$ cat config.mk
export PLATFORM = sky130hd
export DESIGN_NAME = nibble_fifo_seg
export DESIGN_NICKNAME = d
export VERILOG_FILES = /design/src/rtl/nibble_fifo_seg.sv
export SDC_FILE = /design/constraint.sdc
export NUM_CORES = 1
export LEC_CHECK = 0
export ABC_AREA = 1
export CORE_UTILIZATION = 59
export CTS_BUF_LIST = sky130_fd_sc_hd__clkbuf_4 sky130_fd_sc_hd__clkbuf_8
export DETAILED_ROUTE_END_ITERATION = 10
export PLACE_DENSITY = 0.84
export SLEW_MARGIN = 20
export SYNTH_ARGS = -nofsm -noshare
export SYNTH_HDL_FRONTEND = slang
export SYNTH_SLANG_ARGS = --single-unit
$ cat constraint.sdc
create_clock -name io_in -period 2.4 [get_ports io_in]
set_input_delay 0.24 -clock io_in [delete_from_list [all_inputs] [get_ports io_in]]
set_output_delay 0.24 -clock io_in [all_outputs]
set_load 0.05 [all_outputs]
$ cat src/rtl/nibble_fifo_seg.sv
// nibble_fifo_seg: push/pop pins synchronized and edge-detected into a nibble FIFO,
// head shown on a registered seven-segment output with a full flag.
module nibble_fifo_seg #(
    parameter int DEPTH = 4,
    parameter int SYNC_STAGES = 2
) (
    input  logic [7:0] io_in,
    output logic [7:0] io_out
);
    localparam int AW = $clog2(DEPTH);
    localparam int CW = AW + 1;
    localparam logic [6:0] seg_lut [16] = '{
        7'h3F, 7'h06, 7'h5B, 7'h4F, 7'h66, 7'h6D, 7'h7D, 7'h07,
        7'h7F, 7'h6F, 7'h77, 7'h7C, 7'h39, 7'h5E, 7'h79, 7'h71
    };
    logic clk, rst;
    logic [SYNC_STAGES-1:0] push_s, pop_s;
    logic push_d, pop_d;
    logic push_p, pop_p, do_push, do_pop, full;
    logic [3:0] mem [DEPTH];
    logic [AW-1:0] wr_ptr, rd_ptr;
    logic [CW-1:0] count;
    assign clk = io_in[0];
    assign rst = io_in[1];
    // When full, a simultaneous pop frees the slot the push then reuses.
    always_comb begin
        push_p = push_s[SYNC_STAGES-1] & ~push_d;
        pop_p = pop_s[SYNC_STAGES-1] & ~pop_d;
        full = count == CW'(DEPTH);
        do_pop = pop_p & (count != '0);
        do_push = push_p & (~full | pop_p);
    end
    always_ff @(posedge clk or posedge rst) begin
        if (rst) begin
            push_s <= '0;
            pop_s <= '0;
            push_d <= 1'b0;
            pop_d <= 1'b0;
            wr_ptr <= '0;
            rd_ptr <= '0;
            count <= '0;
            io_out <= 8'h00;
        end else begin
            push_s <= {push_s[SYNC_STAGES-2:0], io_in[2]};
            pop_s <= {pop_s[SYNC_STAGES-2:0], io_in[3]};
            push_d <= push_s[SYNC_STAGES-1];
            pop_d <= pop_s[SYNC_STAGES-1];
            wr_ptr <= wr_ptr + AW'(do_push);
            rd_ptr <= rd_ptr + AW'(do_pop);
            count <= count + CW'(do_push) - CW'(do_pop);
            io_out <= {full, count != '0 ? seg_lut[mem[rd_ptr]] : 7'h00};
        end
    end
    always_ff @(posedge clk)
        if (do_push) mem[wr_ptr] <= io_in[7:4];
endmodule

==> summary.txt <==
Detailed routing
  • WL final: 3.09 mm
  • ANT nets after route: 0
  • Drt wl/cell: 12.8 um
  • Initial drt markers: 23
  • Post-DR vias/cell: 5.18
  • Vias after detailed routing: 1249
  • First drt pass iteration count: 4
  • Number of remaining DRC errors: 0

Yosys
  • Commonest cells post-synth: 31 x nand2_1, 22 x inv_1, 21 x dfrtp_1, 16 x edfxtp_1, 15 x nand3_1
  • Most frequent cell after synthesis: nand2_1
  • Sequential cell area fraction in the yosys report: 58.6%
  • Avg Cell Area, Syn: 10.7 um^2
  • Netlist Area Pre-Place: 1720 um^2
  • Seq cells post-synth: 37
  • Syn Nets: 179
  • Cells after Synth: 160
  • Top FF cell, synth: dfrtp_1
  • FFs w/ async S/R, synth: 56.8%
  • Synth top area share: 30.6%
  • Cell taking the most area after synthesis: dfrtp_1
  • Largest cells by area after synthesis: dfrtp_1 31%, edfxtp_1 28%, ha_1 7.3%, nand2_1 6.8%, inv_1 4.8%
  • Post-synth EDFFs: 16
  • Distinct cells, synth: 22
  • Yosys warns: 0

Critical path
  • CP Launch Type: flop
  • Critical path arrival: 2.31 ns
  • Worst R2R End: count[2]
  • Worst setup path class: reg2reg
  • CP Capture Type: flop
  • Crit-path leading delay family: adder cells
  • Reg2reg path depth: 8
  • Crit path required time: 2.64 ns
  • CP endpoint: count[2]
  • Crit path buf inv count: 2
  • Max Fanout on Critical Path: 4
  • WP depth: 8
  • Crit path largest cell delay: 0.46 ns
  • Worst setup path start: count[1]
  • Worst r2r src: count[1]
  • Crit-path cells: nor3_1, nor2_1, ha_1, inv_1, ha_1, inv_1, fa_1, xnor2_1
  • Reg2reg setup slack: 0.33 ns
  • Slowest cell on the critical path: dfrtp_1

STA
  • WHS: -0.333 ns
  • Final setup vio count: 0
  • Final Max Tran Viols: 0
  • Final hold vios: 12
  • RSZ-0062 raised after global routing: false
  • Fmax: 483 MHz
  • Worst Tran Pin Value: 0.676 ns
  • Clock skew: 0.00912 ns
  • Period minus WS final: 2.07 ns
  • Worst slew margin: 54.6%
  • Setup TNS Final: 0 ns
  • Final period util: 86.3%

Floorplanning
  • Initial core utilization: 62.3%
  • # rows: 19
  • Die X: 56.0 um
  • IO Count: 16
  • Core area: 2760 um^2
  • Die ar.: 3130 um^2
  • Die extent in y: 56.0 um

Layout
  • Nets: 227
  • Layout Utilization: 75.7%
  • Fillcell total: 171
  • Diodes inserted: 0
  • Share of cells above drive strength 1: 17.6%
  • Area delta synth->final: 21.5%

Power and ir drop
  • Leakage: 0.937 nW
  • Final Power: 1.87 mW
  • PwrDens: 897 nW/um^2
  • Peak supply drop: 0.941 mV

Global routing
  • Total GRT Usage: 25.3%
  • Total gr overflow: 0
  • Largest net degree at the start of global routing: 14
  • Global-route wire length before repair: 5.11 mm
  • GR Util met3: 22.6%
  • GR Util met2: 31.6%
  • Number of global-route vias before repair: 1381
  • Initial antenna violation count: 0
  • Met1 Resource Use GR: 18.4%
  • Grt peak-use layer: met4

Run status
  • Status: complete, but fails checks
  • Failing checks: negative hold slack

Worst hold path
  • Hold Path Class: clk2reg

CTS
  • CTS tree: yes
  • Latest clock arrival within the worst-skew pair: 0.35 ns
  • Cts hold-fix bufs: 0
  • # resized after CTS: 0
  • Postcts setup bufs: 0
  • Worst-path clk slew: 0.12 ns

Placed design
  • IO Port Bufs: 8
  • DP HPWL: 1.86 mm
  • Routability cong.: 0.841

Flow run
  • MaxCap Viol Count: 0
==> cells in the final DEF, fill, tap and decap left out, drive strengths merged <==
master          n
edfxtp         16
bufinv          1
nor2           12
dfrtp          21
xnor2           2
fa              1
a21oi           3
nand3          18
o21ai           2
nor3            7
inv            47
clkbuf         20
clkdlybuf4s50   8
ha             10
clkinv          1
xor2            2
nand2          39
==> sequential cells by signal, summed over array words and instances, names as in the netlist <==
register / count
push_d: 1
pop_d: 1
rd_ptr: 2
mem: 16
push_s: 2
wr_ptr: 2
io_out: 8
pop_s: 2
count: 3
==> routing by layer <==
layer | up-vias | wire length, um
met4 | 0 | 161
met2 | 51 | 1530
met5 | - | 0
met1 | 576 | 1170
li1 | 605 | -
met3 | 17 | 228
==> cell families after synthesis <==
logic type / count (synthesis) / synth area share (%)
AOI/OAI and AO/OA: 5 / 1.46
buffers and inverters: 27 / 7.07
and+or+nand+nor: 76 / 22.4
adders and majority gates: 11 / 8.45
xor gates and xnor gates: 4 / 2.04
DFF: 37 / 58.6
==> worst min path at each step <==
stage,startpoint,endpoint,slack (ns),cells past startpoint
6_report,io_in[2],push_s[0],-0.33,0
5_1_grt,io_in[2],push_s[0],-0.36,0
2_1_floorplan,io_in[3],pop_s[0],0.03,0
4_1_cts,io_in[2],push_s[0],-0.35,0
3_3_place_gp,io_in[3],pop_s[0],0.03,0
3_5_place_dp,io_in[3],pop_s[0],0.03,0
==> stage by stage <==
stage	setup WS, ns	hold WS [ns]	area, um^2	cells
detailed placement	0.412	0.0314	1810	197
floorplan	0.549	0.0314	1720	160
finish	0.328	-0.333	2090	241
global route	0.226	-0.359	2090	241
global placement	0.509	0.0314	1810	197
CTS	0.346	-0.346	2090	241
==> area by class of cell <==
class | instances | area [um^2] | area share [%]
Sequential cell | 37 | 1010 | 48.2
Tap cell | 31 | 38.8 | 1.86
Multi-Input combinational cell | 96 | 591 | 28.3
Clock inverter | 25 | 126 | 6.06
Inverter | 24 | 95.1 | 4.56
Clock buffer | 20 | 150 | 7.19
Timing Repair Buffer | 8 | 80.1 | 3.84
==> where the power goes <==
part	internal (mW)	leakage, nW	total [mW]	switching (mW)
registers	0.747	0.482	0.747	0
clock network	0.552	0.232	1.12	0.573
logic	0	0.223	0.000000223	0
total	1.30	0.937	1.87	0.573
No activity file was read; power rests on OpenSTA's default activity.
